## config.mk

```make
export PLATFORM = sky130hd
export DESIGN_NAME = tile_addr_gen
export DESIGN_NICKNAME = d
export VERILOG_FILES = /design/src/rtl/tile_addr_gen.sv
export SDC_FILE = /design/constraint.sdc
export NUM_CORES = 1
export LEC_CHECK = 0
export CORE_ASPECT_RATIO = 1.5
export CORE_MARGIN = 2
export CORE_UTILIZATION = 54
export CTS_BUF_LIST = sky130_fd_sc_hd__clkbuf_2
export CTS_CLUSTER_DIAMETER = 80
export DETAILED_ROUTE_END_ITERATION = 10
export PLACE_DENSITY = 0.78
export SLEW_MARGIN = 20
export SYNTH_ARGS = -nofsm -noshare
export SYNTH_HDL_FRONTEND = slang
export SYNTH_SLANG_ARGS = --single-unit
```

## constraint.sdc

```tcl
create_clock -name clk -period 5.3 [get_ports clk]
set_input_delay 0.795 -clock clk [delete_from_list [all_inputs] [get_ports clk]]
set_output_delay 0.795 -clock clk [all_outputs]
set_load 0.05 [all_outputs]
```

## src/rtl/tile_addr_gen.sv

```systemverilog
// Operand-A tile address generator: walks a row-major m x n operand band by band,
// emitting one bus-beat read address per cycle into an address FIFO.
module tile_addr_gen #(
    parameter int ADDR_WIDTH    = 16,
    parameter int DIM_WIDTH     = 16,
    parameter int ARRAY_HEIGHT  = 4,
    parameter int BUS_WIDTH     = 256,
    parameter int ELEMENT_WIDTH = 1
) (
    input  logic                  clk,
    input  logic                  reset,
    input  logic                  start_i,
    input  logic                  abort_i,
    input  logic [DIM_WIDTH-1:0]  m_i,
    input  logic [DIM_WIDTH-1:0]  n_i,
    input  logic [ADDR_WIDTH-1:0] stride_i,
    input  logic [ADDR_WIDTH-1:0] base_addr_i,
    input  logic [DIM_WIDTH-1:0]  repeat_i,
    output logic [ADDR_WIDTH-1:0] fifo_addr_o,
    output logic                  fifo_last_o,
    output logic                  fifo_incr_o,
    input  logic                  fifo_full_i,
    output logic                  busy_o,
    output logic                  done_o,
    output logic [2:0]            dbg_state
);

    localparam int HB  = $clog2(ARRAY_HEIGHT);
    localparam int DW1 = DIM_WIDTH + 1;
    localparam int DW2 = DIM_WIDTH + 2;
    localparam logic [DW1-1:0]        BEAT_ELEMS = DW1'(BUS_WIDTH / (8 * ELEMENT_WIDTH));
    localparam logic [ADDR_WIDTH-1:0] BEAT_BYTES = ADDR_WIDTH'(BUS_WIDTH / 8);
    localparam logic [DW1-1:0]        H_STEP     = DW1'(ARRAY_HEIGHT);
    localparam logic [HB-1:0]         ROW_MAX    = HB'(ARRAY_HEIGHT - 1);

    typedef enum logic [2:0] {
        S_IDLE      = 3'd0,
        S_EMIT      = 3'd1,
        S_NEXT_COL  = 3'd2,
        S_NEXT_BAND = 3'd3,
        S_FINISH    = 3'd4
    } state_t;

    state_t state, state_nx;

    logic [DIM_WIDTH-1:0]  m_q, n_q, repeat_q, rep;
    logic [ADDR_WIDTH-1:0] stride_q, band_base, row_ptr, col_off, band_step;
    logic [DW1-1:0]        r0, col, col_next, r0_next;
    logic [HB-1:0]         row_idx;
    logic [DW2-1:0]        rows_done;
    logic                  row_last, col_more, rep_more, band_more, final_group;
    logic                  accept, empty_job, push_d, done_d, busy_nx;

    assign dbg_state   = state;
    assign band_step   = stride_q << HB;
    assign rows_done   = DW2'(r0) + DW2'(row_idx) + DW2'(1);
    assign row_last    = (row_idx == ROW_MAX) || (rows_done >= DW2'(m_q));
    assign col_next    = col + BEAT_ELEMS;
    assign col_more    = col_next < DW1'(n_q);
    assign rep_more    = (DW1'(rep) + DW1'(1)) < DW1'(repeat_q);
    assign r0_next     = r0 + H_STEP;
    assign band_more   = r0_next < DW1'(m_q);
    // The final group finishes straight from EMIT so done follows the last push by one cycle.
    assign final_group = !col_more && !rep_more && !band_more;
    assign empty_job   = (m_i == '0) || (n_i == '0) || (repeat_i == '0);
    assign accept      = (state == S_IDLE) && start_i && !abort_i;

    always_ff @(posedge clk or posedge reset) begin
        if (reset) state <= S_IDLE;
        else       state <= state_nx;
    end

    always_comb begin
        state_nx = state;
        if (abort_i && state != S_IDLE) begin
            state_nx = S_IDLE;
        end else begin
            case (state)
                S_IDLE:      if (start_i) state_nx = empty_job ? S_FINISH : S_EMIT;
                S_EMIT:      if (!fifo_full_i && row_last) state_nx = final_group ? S_FINISH : S_NEXT_COL;
                S_NEXT_COL:  state_nx = col_more ? S_EMIT : S_NEXT_BAND;
                S_NEXT_BAND: state_nx = (rep_more || band_more) ? S_EMIT : S_FINISH;
                S_FINISH:    state_nx = S_IDLE;
                default:     state_nx = S_IDLE;
            endcase
        end
    end

    // Push handshake: an address is decided in EMIT when fifo_full_i is low and
    // appears on fifo_addr_o/fifo_last_o with fifo_incr_o one cycle later; the
    // FIFO raises full while one entry is still free to absorb that in-flight push.
    always_comb begin
        push_d  = (state == S_EMIT) && !fifo_full_i && !abort_i;
        done_d  = (state == S_FINISH) && !abort_i;
        busy_nx = busy_o;
        if (accept) busy_nx = 1'b1;
        if (state != S_IDLE && (abort_i || state == S_FINISH)) busy_nx = 1'b0;
    end

    always_ff @(posedge clk or posedge reset) begin
        if (reset) begin
            fifo_addr_o <= '0;
            fifo_last_o <= 1'b0;
            fifo_incr_o <= 1'b0;
            busy_o      <= 1'b0;
            done_o      <= 1'b0;
            m_q         <= '0;
            n_q         <= '0;
            repeat_q    <= '0;
            stride_q    <= '0;
            rep         <= '0;
            r0          <= '0;
            col         <= '0;
            row_idx     <= '0;
            band_base   <= '0;
            row_ptr     <= '0;
            col_off     <= '0;
        end else begin
            fifo_incr_o <= push_d;
            fifo_last_o <= push_d && row_last;
            done_o      <= done_d;
            busy_o      <= busy_nx;
            if (push_d) fifo_addr_o <= row_ptr;
            if (accept) begin
                m_q       <= m_i;
                n_q       <= n_i;
                repeat_q  <= repeat_i;
                stride_q  <= stride_i;
                rep       <= '0;
                r0        <= '0;
                col       <= '0;
                row_idx   <= '0;
                band_base <= base_addr_i;
                row_ptr   <= base_addr_i;
                col_off   <= '0;
            end else if (!abort_i) begin
                case (state)
                    S_EMIT: begin
                        if (!fifo_full_i) begin
                            row_ptr <= row_ptr + stride_q;
                            row_idx <= row_last ? '0 : row_idx + HB'(1);
                        end
                    end
                    S_NEXT_COL: begin
                        col     <= col_next;
                        col_off <= col_off + BEAT_BYTES;
                        row_ptr <= band_base + col_off + BEAT_BYTES;
                    end
                    S_NEXT_BAND: begin
                        col     <= '0;
                        col_off <= '0;
                        if (rep_more) begin
                            rep     <= rep + DIM_WIDTH'(1);
                            row_ptr <= band_base;
                        end else begin
                            rep       <= '0;
                            r0        <= r0_next;
                            band_base <= band_base + band_step;
                            row_ptr   <= band_base + band_step;
                        end
                    end
                    default: ;
                endcase
            end
        end
    end

endmodule

```

==> run summary, run 1 <==
================================================================================
Antenna Violating Nets Remaining                                               0
Final Wtd Congestion                                                      0.9618
Total of endpoints with negative setup slack in the final report               0
Crit path to                                                        r0[15]$_DFFE_PP0P_
Minimum clock period                                                    4.271 ns
Synthesized instance count                                                 1,315
Arrival time of the worst setup path                                     4.99 ns
RSZ-0062 raised after global routing                                          no
Final cell utilization of the core                                        0.6237
Sequential area share after synthesis                                     0.3748
Number of flops mapped to enable cells by yosys                                0
RR Endpoint                                                         r0[15]$_DFFE_PP0P_
Startpoint class of the critical path                                  flip-flop
Synth Cell Area                                                     11,680 sq um
Flip-flop cell with the highest count after synthesis               sky130_fd_sc_hd__dfrtp_1
Setup skew after layout                                               0.04608 ns
Cell area power density                                             518.6 nW/um^2
Post-synth ARST share                                                      1.000
Total overflow reported by the global router                                   0
Logic gate share of total power                                            0.568
Setup crit end kind                                                    flip-flop
Floorplan die width                                                     124.1 um
Final hold violations                                                          0
First-pass iteration count of the detailed router                              5
Clock root cell                                                     sky130_fd_sc_hd__clkbuf_2
Main area contributors after synthesis                              sky130_fd_sc_hd__dfrtp_1 37%, sky130_fd_sc_hd__ha_1 12%, sky130_fd_sc_hd__nand2_1 6.9%, sky130_fd_sc_hd__o21ai_0 5.3%, sky130_fd_sc_hd__xnor2_1 4.0%
Headroom to the max-slew limit                                            0.3328
Fraction of power consumed by the clock network                            0.101
Final clock period utilization by the worst path                          0.8058
Sw frac                                                                   0.4741
Distinct cells, synth                                                         81
Routed WL                                                              30,510 um
Post-CTS setup buffers                                                         0
Standby leakage power                                                   6.165 nW
Number of hold-repair buffers added at the cts stage                           0
Worst setup path category                                           flip-flop to flip-flop
CTS clk-pin slew, worst paths                                            0.25 ns
Fmax                                                                   234.2 MHz
Worst setup path start                                              rep[2]$_DFFE_PP0P_
Post-DR vias/cell                                                          5.985
Clock tree from TritonCTS                                                  built
Fraction of layout instances using a drive strength above 1              0.05882
Worst Reg2Reg Path Length in Cells                                            15
Via count of the first global-routing pass                                 9,929
Sequential group share of total power                                      0.331
Vertical die dimension                                                  184.2 um
Mapped Nets                                                                1,513
Drt drc                                                                        0
Endpoint required time on the critical path                              6.02 ns
H-tree levels                                                                  4
Layout fillers                                                             1,840
Sinks on the clock net                                                       175
Count of instances resized after the clock tree is built                       0
First-pass GRT wire length                                             49,780 um
Layout Area Growth over Synthesis                                         12.86%
Total via count in the routed design                                      10.05k
Slew @ Worst Pin                                                        1.001 ns
Maximum fanout along the worst path                                           16
Violation count after the first detailed-route iteration                     756
Routed wire length per instance                                         18.16 um
Outcome                                                             finished clean
Maximum capacitance violations                                                 0
Synth area leader                                                   sky130_fd_sc_hd__dfrtp_1
Number of antenna violations at the first check in global routing              1
Core region area                                                    21,150 sq um
Flops & latches, synth                                                       175
Mapped Avg Cell Area                                                 8.886 sq um
Startpoint of the worst-slack reg-to-reg timing path                rep[2]$_DFFE_PP0P_
Net total in the final layout                                              1,596
Count of standard-cell rows                                                   65
Total global routing track utilization                                    0.2792
Pins Over Slew Limit                                                           0
Num CTS Buffers                                                               17
Setup slack, reg-to-reg                                                  1.03 ns
Total die area                                                      22,860 sq um
Ports placed on the boundary                                                 108
Power spent charging and discharging nets                               3.242 mW
Post-DP HPWL                                                           22,820 um
# port buffers                                                               107
Type of the tightest min-delay check                                input pin to flip-flop
Internal Pwr Total                                                      3.597 mW
Synthesis Warnings                                                             0
Fraction of post-synthesis cell area in the top cell type by area         0.3748
Total Negative Setup Slacks                                                 0 ns
Buffer depth of the longest clock path                                         2
Starting density of the core                                              0.5526
Peak supply drop                                                        504.0 uV
Pin count of the biggest net entering global routing                         176
Clock insertion delay at the later pin of the skew report                0.82 ns
================================================================================
-- power by group through the flow --
stage | combinational [mW] | sequential, mW | clock, mW
finish | 3.88 | 2.27 | 0.689
global route | 4.30 | 2.31 | 0.767
global placement | 3.73 | 2.27 | 0
floorplan | 2.61 | 2.36 | 0
CTS | 3.86 | 2.25 | 0.702
detailed placement | 3.83 | 2.28 | 0
-- placed cells by master, fill, tap and decap left out, types with 9 or more instances in the layout --
master,synthesis,routed
sky130_fd_sc_hd__nand2_1,216,216
sky130_fd_sc_hd__dfrtp_1,175,175
sky130_fd_sc_hd__o21ai_0,124,123
sky130_fd_sc_hd__ha_1,111,111
sky130_fd_sc_hd__clkdlybuf4s50_1,0,107
sky130_fd_sc_hd__nor2_1,69,69
sky130_fd_sc_hd__inv_1,69,68
sky130_fd_sc_hd__a21oi_1,59,58
sky130_fd_sc_hd__xnor2_1,53,53
sky130_fd_sc_hd__nand3_1,44,44
sky130_fd_sc_hd__xor2_1,42,42
sky130_fd_sc_hd__a21o_1,25,25
sky130_fd_sc_hd__nand4_1,21,21
sky130_fd_sc_hd__o21a_1,19,19
sky130_fd_sc_hd__clkbuf_2,3,19
sky130_fd_sc_hd__mux2_2,16,16
sky130_fd_sc_hd__nor3_1,16,16
sky130_fd_sc_hd__nor4_1,14,14
sky130_fd_sc_hd__and3_1,14,13
sky130_fd_sc_hd__mux2i_1,11,11
sky130_fd_sc_hd__a211oi_1,10,10
sky130_fd_sc_hd__a221oi_1,10,10
sky130_fd_sc_hd__buf_4,3,10
sky130_fd_sc_hd__nor2b_1,9,9
sky130_fd_sc_hd__a31oi_1,9,9
-- worst max-delay path, stage by stage, from the launching register on --
cell,delay [ns]
sky130_fd_sc_hd__dfrtp_1,0.54
sky130_fd_sc_hd__nand2_1,0.12
sky130_fd_sc_hd__nor2_1,0.26
sky130_fd_sc_hd__nand3_1,0.22
sky130_fd_sc_hd__nor2_1,0.24
sky130_fd_sc_hd__and3_1,0.26
sky130_fd_sc_hd__and3_1,0.23
sky130_fd_sc_hd__xor2_1,0.17
sky130_fd_sc_hd__ha_1,0.26
sky130_fd_sc_hd__nor2b_1,0.13
sky130_fd_sc_hd__a311oi_1,0.39
sky130_fd_sc_hd__o21a_1,0.28
sky130_fd_sc_hd__nand3_2,0.31
sky130_fd_sc_hd__nand2_1,0.50
sky130_fd_sc_hd__o21ai_0,0.17
sky130_fd_sc_hd__o31ai_1,0.09
-- layout make-up --
cell class	count	area (sq um)	area share
clock buffers	19	95.09	0.007211
repair buffers	118	1166	0.08843
multi-input cells	1016	6820	0.5172
well taps	268	335.3	0.02543
clock inverters	13	122.6	0.009298
inverters	70	266.5	0.02021
diodes	1	2.502	0.0001898
flip-flops and latches	175	4379	0.3321
-- sequential cells by signal, summed over array words and instances, names as in the netlist --
signal       flops
fifo_addr_o     16
col             12
rep             16
fifo_incr_o      1
n_q             16
repeat_q        16
band_base       16
row_ptr         16
row_idx          2
m_q             16
dbg_state        3
col_off         11
stride_q        16
done_o           1
fifo_last_o      1
r0              15
busy_o           1
-- synthesized netlist by cell type, types with 9 or more instances --
master / n
sky130_fd_sc_hd__nand3_1: 44
sky130_fd_sc_hd__nor2_1: 69
sky130_fd_sc_hd__buf_2: 12
sky130_fd_sc_hd__nand2_1: 216
sky130_fd_sc_hd__nor2b_1: 9
sky130_fd_sc_hd__clkbuf_1: 32
sky130_fd_sc_hd__and3_1: 14
sky130_fd_sc_hd__xor2_1: 42
sky130_fd_sc_hd__inv_1: 69
sky130_fd_sc_hd__nor3_1: 16
sky130_fd_sc_hd__nand4_1: 21
sky130_fd_sc_hd__nor4_1: 14
sky130_fd_sc_hd__mux2i_1: 11
sky130_fd_sc_hd__mux2_2: 16
sky130_fd_sc_hd__dfrtp_1: 175
sky130_fd_sc_hd__a21oi_1: 59
sky130_fd_sc_hd__o21a_1: 19
sky130_fd_sc_hd__a211oi_1: 10
sky130_fd_sc_hd__a221oi_1: 10
sky130_fd_sc_hd__a21o_1: 25
sky130_fd_sc_hd__xnor2_1: 53
sky130_fd_sc_hd__ha_1: 111
sky130_fd_sc_hd__o21ai_0: 124
sky130_fd_sc_hd__a31oi_1: 9
-- worst min path at each step --
| stage | from | to | slack (ns) | depth (start not counted) |
|---|---|---|---|---|
| after CTS | stride_i[8] | stride_q[8]$_DFFE_PP0P_ | 0.42 | 3 |
| after detailed placement | n_q[3]$_DFFE_PP0P_ | n_q[3]$_DFFE_PP0P_ | 0.47 | 2 |
| after floorplan | band_base[0]$_DFFE_PP0P_ | band_base[0]$_DFFE_PP0P_ | 0.45 | 2 |
| after global routing | stride_i[7] | stride_q[7]$_DFFE_PP0P_ | 0.41 | 3 |
| after global placement | n_q[0]$_DFFE_PP0P_ | n_q[0]$_DFFE_PP0P_ | 0.46 | 2 |
| final | stride_i[8] | stride_q[8]$_DFFE_PP0P_ | 0.49 | 3 |
-- layer usage --
metal,GRT usage,vias up,wire length [um]
li1,-,4843,-
met1,0.3450,4787,12350
met2,0.4715,328,15140
met3,0.03373,96,1415
met4,0.1461,0,1611
met5,0,-,0
-- metrics by stage --
step	worst slack, ns	instance area (sq um)	instances	hold WS [ns]	power, mW
5_1_grt	0.6580	13190	1680	0.4145	7.378
2_1_floorplan	1.884	11690	1315	0.4455	4.972
4_1_cts	1.122	13190	1679	0.4239	6.812
3_5_place_dp	1.176	12970	1647	0.4652	6.115
6_report	1.029	13190	1680	0.4937	6.839
3_3_place_gp	1.419	12970	1647	0.4619	6.004
-- kinds of logic (layout without fill, tap and decap cells) --
group | after synthesis | in the layout | synth area share
AOI/OAI and AO/OA | 337 | 337 | 0.1843
xor gates and xnor gates | 95 | 95 | 0.07121
adders and majority gates | 113 | 113 | 0.1223
buffers and inverters | 124 | 220 | 0.04305
DFF | 175 | 175 | 0.3748
muxes | 27 | 27 | 0.02484
other | 1 | 2 | 0.0003209
and+or+nand+nor | 443 | 443 | 0.1792
Power figures use the tool's default switching activity.
==> run 2: changes to the inputs <==
==> constraint.sdc (replaced) <==
create_clock -name clk -period 3.5 [get_ports clk]
set_input_delay 0.525 -clock clk [delete_from_list [all_inputs] [get_ports clk]]
set_output_delay 0.525 -clock clk [all_outputs]
set_load 0.05 [all_outputs]
==> run 2 against run 1 <==
Design area increased by 3.0%. Flip-flop and latch count unchanged. Wire length increased by 3.2%. Setup slack got worse by 0.87 ns. Critical path type unchanged. Largest cell class unchanged.
==> run summary, run 2 (synthesized netlist as in run 1, its figures left out) <==
================================================================================
Total Power Consumption                                                 10.51 mW   was 6.839 mW
Slew @ Worst Pin                                                       0.6806 ns   was 1.001 ns
Final Wtd Congestion                                                      0.9918   was 0.9618
Most numerous cell on the critical path                             sky130_fd_sc_hd__nand3_2
Type of the tightest min-delay check                                input pin to flip-flop   unchanged
Layout Area Growth over Synthesis                                         16.20%   was 12.86%
Setup crit end kind                                                    flip-flop   unchanged
Maximum fanout along the worst path                                           15   was 16
Met3 Use GR                                                              0.04610   was 0.03373
Cell area power density                                             774.2 nW/um^2   was 518.6 nW/um^2
Crit-path max cell delay                                                 0.49 ns   was 0.54 ns
Worst setup path category                                           flip-flop to flip-flop   unchanged
Maximum capacitance violations                                                 0   unchanged
Total via count in the routed design                                      10.26k   was 10.05k
Clock root cell                                                     sky130_fd_sc_hd__clkbuf_2   unchanged
Ports placed on the boundary                                                 108   unchanged
Minimum clock period                                                    3.341 ns   was 4.271 ns
Post-DP HPWL                                                           23,540 um   was 22,820 um
Clock tree from TritonCTS                                                  built   unchanged
Starting density of the core                                              0.5526   unchanged
Buffer depth of the longest clock path                                         2   unchanged
Headroom to the max-slew limit                                            0.5446   was 0.3328
H-tree levels                                                                  4   unchanged
Standby leakage power                                                   6.354 nW   was 6.165 nW
Routed WL                                                              31,480 um   was 30,510 um
Violation count after the first detailed-route iteration                     872   was 756
Via count of the first global-routing pass                                10.13k   was 9,929
Final hold violations                                                          0   unchanged
Antenna Violating Nets Remaining                                               0   unchanged
Setup skew after layout                                               0.03896 ns   was 0.04608 ns
CTS clk-pin slew, worst paths                                            0.24 ns   was 0.25 ns
Arrival time of the worst setup path                                     4.04 ns   was 4.99 ns
Global-route met1 utilization                                             0.3430   was 0.3450
First-pass iteration count of the detailed router                              5   unchanged
Peak supply drop                                                        723.2 uV   was 504.0 uV
Outcome                                                             finished clean   unchanged
# port buffers                                                               107   unchanged
Floorplan die width                                                     124.1 um   unchanged
Startpoint class of the critical path                                  flip-flop   unchanged
Ordered list of cells on the worst path                             nand3_2, nor2_2, nand3_2, nor2_2, and3_4, and3_4, xor2_1, ha_1, nor2b_1, a311oi_2, o21a_2, nand3_2, buf_4, o21ai_0, nand2_1, o41ai_2   was nand2_1, nor2_1, nand3_1, nor2_1, and3_1, and3_1, xor2_1, ha_1, nor2b_1, a311oi_1, o21a_1, nand3_2, nand2_1, o21ai_0, o31ai_1
Total global routing track utilization                                    0.2875   was 0.2792
Fmax                                                                   299.3 MHz   was 234.2 MHz
Num CTS Buffers                                                               17   unchanged
Pins Over Slew Limit                                                           0   unchanged
Drt drc                                                                        0   unchanged
Pin count of the biggest net entering global routing                          95   was 176
Clock insertion delay at the later pin of the skew report                0.82 ns   about the same
Net total in the final layout                                              1,629   was 1,596
Cell family with the largest share of critical-path delay           simple AND/OR/NAND/NOR gates   unchanged
Sum of buffers and inverters on the critical path                              1   was 0
Routed wire length per instance                                         18.41 um   was 18.16 um
Sinks on the clock net                                                       175   unchanged
Most common cell after layout, fill and taps aside                  sky130_fd_sc_hd__nand2_1   unchanged
Leading cell types in the layout, fill and taps excluded            216 x sky130_fd_sc_hd__nand2_1, 174 x sky130_fd_sc_hd__dfrtp_1, 122 x sky130_fd_sc_hd__o21ai_0   was 216 x sky130_fd_sc_hd__nand2_1, 175 x sky130_fd_sc_hd__dfrtp_1, 123 x sky130_fd_sc_hd__o21ai_0
Slowest stage cell, crit path                                       sky130_fd_sc_hd__dfrtp_1   unchanged
Worst hold slack                                                       0.2105 ns   was 0.4937 ns
Core region area                                                    21,150 sq um   unchanged
Final cell utilization of the core                                        0.6421   was 0.6237
Total die area                                                      22,860 sq um   unchanged
Fraction of layout instances using a drive strength above 1              0.08958   was 0.05882
Post-DR vias/cell                                                          5.997   was 5.985
Total of endpoints with negative setup slack in the final report               0   unchanged
Most used routing layer                                                     met2   unchanged
Global-route track usage on met2                                          0.4874   was 0.4715
Total overflow reported by the global router                                   0   unchanged
Count of standard-cell rows                                                   65   unchanged
Vertical die dimension                                                  184.2 um   unchanged
Final clock period utilization by the worst path                          0.9547   was 0.8058
Number of antenna violations at the first check in global routing              2   was 1
Endpoint required time on the critical path                              4.20 ns   was 6.02 ns
First-pass GRT wire length                                             51,000 um   was 49,780 um
================================================================================
run 2: layout make-up:
| cell class | instances | area, sq um |
|---|---|---|
| repair buffers | 151 | 1466 |
| diodes | 2 | 5.005 |
| multi-input cells | 1016 | 6932 |
| fillers | 1822 | 7567 |
| well taps | 268 | 335.3 |
| inverters | 70 | 266.5 |
| clock inverters | 9 | 97.59 |
| flip-flops and latches | 175 | 4380 |
| clock buffers | 19 | 95.09 |
run 2: worst paths after layout:
| path | startpoint | end | slack [ns] | depth (start not counted) |
|---|---|---|---|---|
| worst max-delay path | rep[0]$_DFFE_PP0P_ | rep[5]$_DFFE_PP0P_ | 0.16 | 16 |
| worst min-delay path | stride_i[7] | stride_q[7]$_DFFE_PP0P_ | 0.21 | 3 |
| worst max register to register | rep[0]$_DFFE_PP0P_ | rep[5]$_DFFE_PP0P_ | 0.16 | 16 |
| worst min register to register | n_q[3]$_DFFE_PP0P_ | n_q[3]$_DFFE_PP0P_ | 0.51 | 2 |
| max in group asynchronous | reset | fifo_addr_o[12]$_DFFE_PP0P_ | 2.25 | 4 |
| min in group asynchronous | reset | n_q[5]$_DFFE_PP0P_ | 0.50 | 3 |
run 2: what timing repair did:
| item | 4_1_cts | 5_1_grt |
|---|---|---|
| gates resized for setup | 0 | 23 |
| pin swaps | 0 | 6 |
| hold buffers | 1 | 0 |
| setup endpoints to repair | 5 | 59 |
| setup buffers | 2 | 2 |
| endpoints found under the hold margin | 3 | 0 |
run 2: worst reg2reg max path, cell delays in order (launching register included):
cell and delay, ns:
sky130_fd_sc_hd__dfrtp_1 0.49, sky130_fd_sc_hd__nand3_2 0.13, sky130_fd_sc_hd__nor2_2 0.17, sky130_fd_sc_hd__nand3_2 0.11
sky130_fd_sc_hd__nor2_2 0.12, sky130_fd_sc_hd__and3_4 0.21, sky130_fd_sc_hd__and3_4 0.19, sky130_fd_sc_hd__xor2_1 0.15
sky130_fd_sc_hd__ha_1 0.25, sky130_fd_sc_hd__nor2b_1 0.15, sky130_fd_sc_hd__a311oi_2 0.32, sky130_fd_sc_hd__o21a_2 0.26
sky130_fd_sc_hd__nand3_2 0.09, sky130_fd_sc_hd__buf_4 0.21, sky130_fd_sc_hd__o21ai_0 0.20, sky130_fd_sc_hd__nand2_1 0.11
sky130_fd_sc_hd__o41ai_2 0.08
run 2: per-layer routing:
| metal | wire length (um) | share of wire |
|---|---|---|
| met5 | 0 | 0 |
| met4 | 1838 | 0.058 |
| met3 | 1704 | 0.054 |
| met2 | 15760 | 0.50 |
| met1 | 12180 | 0.39 |
run 2: through the flow:
step / TNS, ns / cells / worst slack [ns] / cell area, sq um
floorplan: 0 / 1315 / 0.08441 / 11690
finish: 0 / 1710 / 0.1586 / 13580
detailed placement: 0 / 1675 / 0.0006464 / 13230
global placement: 0 / 1675 / 0.1831 / 13230
global route: -0.1881 / 1710 / -0.1041 / 13580
CTS: 0 / 1706 / 0.01847 / 13450
run 2: where the power goes:
group	internal [mW]	switching [mW]	leakage [nW]
Clock	0.308	0.712	0.122
Sequential	2.73	0.649	2.22
Combinational	2.53	3.59	4.02
==> run 3: changes to the inputs <==
--- a/config.mk
+++ b/config.mk
@@ -7,11 +7,12 @@
 export LEC_CHECK = 0
 export CORE_ASPECT_RATIO = 1.5
 export CORE_MARGIN = 2
-export CORE_UTILIZATION = 54
+export CORE_UTILIZATION = 50
 export CTS_BUF_LIST = sky130_fd_sc_hd__clkbuf_2
 export CTS_CLUSTER_DIAMETER = 80
 export DETAILED_ROUTE_END_ITERATION = 10
-export PLACE_DENSITY = 0.78
+export GPL_ROUTABILITY_DRIVEN = 0
+export PLACE_DENSITY = 0.7
 export SLEW_MARGIN = 20
 export SYNTH_ARGS = -nofsm -noshare
 export SYNTH_HDL_FRONTEND = slang
==> constraint.sdc (replaced) <==
create_clock -name clk -period 3.4 [get_ports clk]
set_input_delay 0.51 -clock clk [delete_from_list [all_inputs] [get_ports clk]]
set_output_delay 0.51 -clock clk [all_outputs]
set_load 0.05 [all_outputs]
==> run 3 against run 2 <==
Clock skew grew 0.00093 ns. Global-route usage is 2.2 points lower. Register-to-register slack got worse by 0.14 ns. Count of clock-buffer cells in the layout fell by 1. Clock power increased by 9.8%. Utilization fell by 4.2 points. Critical path depth unchanged. Wire length increased by 0.49%. Flip-flop and latch count unchanged. Largest cell class unchanged. Largest power group unchanged.
==> run summary, run 3 (synthesized netlist as in run 1, its figures left out) <==
================================================================================
Worst setup path category                                           flip-flop to flip-flop   unchanged
Startpoint of the worst-slack reg-to-reg timing path                rep[0]$_DFFE_PP0P_   unchanged
Endpoint required time on the critical path                              4.12 ns   was 4.20 ns
Clock root cell                                                     sky130_fd_sc_hd__clkbuf_2   unchanged
First-pass iteration count of the detailed router                              5   unchanged
Outcome                                                             finished clean   unchanged
Clock tree from TritonCTS                                                  built   unchanged
Setup slack, reg-to-reg                                                  0.02 ns   was 0.16 ns
Sum of buffers and inverters on the critical path                              1   unchanged
Antenna Violating Nets Remaining                                               0   unchanged
Floorplan die width                                                     128.8 um   was 124.1 um
Maximum capacitance violations                                                 0   unchanged
Cell family with the largest share of critical-path delay           simple AND/OR/NAND/NOR gates   unchanged
Violation count after the first detailed-route iteration                     606   was 872
Drt drc                                                                        0   unchanged
Buffer depth of the longest clock path                                         2   unchanged
RR Endpoint                                                         band_base[8]$_DFFE_PP0P_   was rep[5]$_DFFE_PP0P_
Most numerous cell on the critical path                             sky130_fd_sc_hd__nor2_4   was sky130_fd_sc_hd__nand3_2
Type of the tightest min-delay check                                input pin to asynchronous set/reset pin   was input pin to flip-flop
Layout Area Growth over Synthesis                                         18.03%   was 16.20%
Startpoint class of the critical path                                  flip-flop   unchanged
Total overflow reported by the global router                                   0   unchanged
Setup skew after layout                                               0.03989 ns   was 0.03896 ns
Most common cell after layout, fill and taps aside                  sky130_fd_sc_hd__nand2_1   unchanged
Headroom to the max-slew limit                                            0.5387   was 0.5446
Core region area                                                    22,970 sq um   was 21,150 sq um
Final hold violations                                                          0   unchanged
Pin count of the biggest net entering global routing                         113   was 95
Cell area power density                                             792.2 nW/um^2   was 774.2 nW/um^2
Total Power Consumption                                                 10.93 mW   was 10.51 mW
Arrival time of the worst setup path                                     4.09 ns   was 4.04 ns
Standby leakage power                                                   6.429 nW   was 6.354 nW
Net total in the final layout                                              1,641   was 1,629
Slowest stage cell, crit path                                       sky130_fd_sc_hd__dfrtp_1   unchanged
Post-DR vias/cell                                                          5.855   was 5.997
Leading cell types in the layout, fill and taps excluded            214 x sky130_fd_sc_hd__nand2_1, 171 x sky130_fd_sc_hd__dfrtp_1, 122 x sky130_fd_sc_hd__o21ai_0   was 216 x sky130_fd_sc_hd__nand2_1, 174 x sky130_fd_sc_hd__dfrtp_1, 122 x sky130_fd_sc_hd__o21ai_0
Total Negative Setup Slacks                                                 0 ns   unchanged
Starting density of the core                                              0.5087   was 0.5526
Ports placed on the boundary                                                 108   unchanged
H-tree levels                                                                  4   unchanged
Final cell utilization of the core                                        0.6004   was 0.6421
Num CTS Buffers                                                               17   unchanged
Count of standard-cell rows                                                   68   was 65
Setup Slack @ Placement                                              -0.01936 ns   was 0.0006464 ns
First-pass GRT wire length                                             51,170 um   was 51,000 um
Worst Reg2Reg Path Length in Cells                                            16   unchanged
Total die area                                                      24,630 sq um   was 22,860 sq um
Routed WL                                                              31,630 um   was 31,480 um
Fmax                                                                   296.0 MHz   was 299.3 MHz
Ordered list of cells on the worst path                             nand3_2, nor2_4, nand3_4, nor2_4, and3_4, and3_4, xor2_1, ha_1, nor2b_4, a311oi_4, o21ai_4, nor2_4, buf_6, mux2i_4, a21oi_2, a21o_1   was nand3_2, nor2_2, nand3_2, nor2_2, and3_4, and3_4, xor2_1, ha_1, nor2b_1, a311oi_2, o21a_2, nand3_2, buf_4, o21ai_0, nand2_1, o41ai_2
Total global routing track utilization                                    0.2652   was 0.2875
Pins Over Slew Limit                                                           0   unchanged
Number of antenna violations at the first check in global routing              1   was 2
Final clock period utilization by the worst path                          0.9937   was 0.9547
Via count of the first global-routing pass                                10.21k   was 10.13k
# port buffers                                                               107   unchanged
Fraction of layout instances using a drive strength above 1               0.1092   was 0.08958
Inst Count DP                                                              1,698   was 1,675
Peak supply drop                                                        584.3 uV   was 723.2 uV
CTS clk-pin slew, worst paths                                            0.28 ns   was 0.24 ns
Total via count in the routed design                                      10.17k   was 10.26k
Minimum clock period                                                    3.378 ns   was 3.341 ns
Clock insertion delay at the later pin of the skew report                0.80 ns   was 0.82 ns
Vertical die dimension                                                  191.2 um   was 184.2 um
Post-route worst setup slack                                          0.02155 ns   was 0.1586 ns
Number of hold-repair buffers added at the cts stage                           0   was 1
Sinks on the clock net                                                       175   unchanged
Total of endpoints with negative setup slack in the final report               0   unchanged
Post-route non-filler standard cell count                                  1,737   was 1,710
Maximum fanout along the worst path                                            8   was 15
RSZ-0062 raised after global routing                                         yes
Post-DP HPWL                                                           23,990 um   was 23,540 um
Slew @ Worst Pin                                                       0.6894 ns   was 0.6806 ns
Setup crit end kind                                                    flip-flop   unchanged
Routed wire length per instance                                         18.21 um   was 18.41 um
Crit-path max cell delay                                                 0.48 ns   was 0.49 ns
================================================================================
[run 3: area by class of cell]
type	count	area [sq um]
Antenna cell	1	2.502
Fill cell	2043	9180
Inverter	70	266.5
Tap cell	280	350.3
Sequential cell	175	4384
Clock buffer	18	90.09
Clock inverter	14	143.9
Timing Repair Buffer	163	1562
Multi-Input combinational cell	1016	6993
[run 3: metrics by stage]
stage	instance area, sq um	hold WS, ns
after global routing	13790	0.1141
after floorplan	11700	0.4455
after global placement	13330	0.4616
final	13790	0.1447
after detailed placement	13330	0.4662
after CTS	13590	0.09938
[run 3: worst register-to-register path, stage by stage, from the launching register on]
cell                       delay, ns
sky130_fd_sc_hd__dfrtp_1        0.48
sky130_fd_sc_hd__nand3_2        0.14
sky130_fd_sc_hd__nor2_4         0.17
sky130_fd_sc_hd__nand3_4        0.11
sky130_fd_sc_hd__nor2_4         0.10
sky130_fd_sc_hd__and3_4         0.19
sky130_fd_sc_hd__and3_4         0.19
sky130_fd_sc_hd__xor2_1         0.16
sky130_fd_sc_hd__ha_1           0.26
sky130_fd_sc_hd__nor2b_4        0.14
sky130_fd_sc_hd__a311oi_4       0.33
sky130_fd_sc_hd__o21ai_4        0.11
sky130_fd_sc_hd__nor2_4         0.29
sky130_fd_sc_hd__buf_6          0.20
sky130_fd_sc_hd__mux2i_4        0.25
sky130_fd_sc_hd__a21oi_2        0.07
sky130_fd_sc_hd__a21o_1         0.15
[run 3: routing by layer]
layer	vias to the layer above	wire, um	track usage	share of wire
met5	-	0	0	0
met4	0	1705	0.1392	0.054
met3	95	1291	0.03470	0.041
met2	318	16110	0.4681	0.51
met1	4833	12530	0.3109	0.40
li1	4924	-	-	-
[run 3: what timing repair did]
item / in CTS / in global routing
resized for setup: 3 / 37
buffers inserted: 2 / 4
endpoints found under the setup margin: 8 / 49
pin swaps: 2 / 13
[run 3: how the worst max path moves through the flow]
stage | slack [ns] | end | start | cells after the start
floorplan | 0.04 | row_ptr[12]$_DFFE_PP0P_ | rep[2]$_DFFE_PP0P_ | 16
finish | 0.02 | band_base[8]$_DFFE_PP0P_ | rep[0]$_DFFE_PP0P_ | 16
detailed placement | -0.02 | row_ptr[12]$_DFFE_PP0P_ | rep[0]$_DFFE_PP0P_ | 16
global placement | 0.05 | row_ptr[12]$_DFFE_PP0P_ | rep[0]$_DFFE_PP0P_ | 16
global route | -0.13 | band_base[8]$_DFFE_PP0P_ | rep[1]$_DFFE_PP0P_ | 16
CTS | 0.009 | row_ptr[14]$_DFFE_PP0P_ | rep[3]$_DFFE_PP0P_ | 16
[run 3: report_power, final]
group | total [mW] | internal [mW] | switching (mW)
Combinational | 6.33 | 2.60 | 3.73
Sequential | 3.48 | 2.81 | 0.671
Clock | 1.12 | 0.339 | 0.779
Total | 10.9 | 5.75 | 5.18
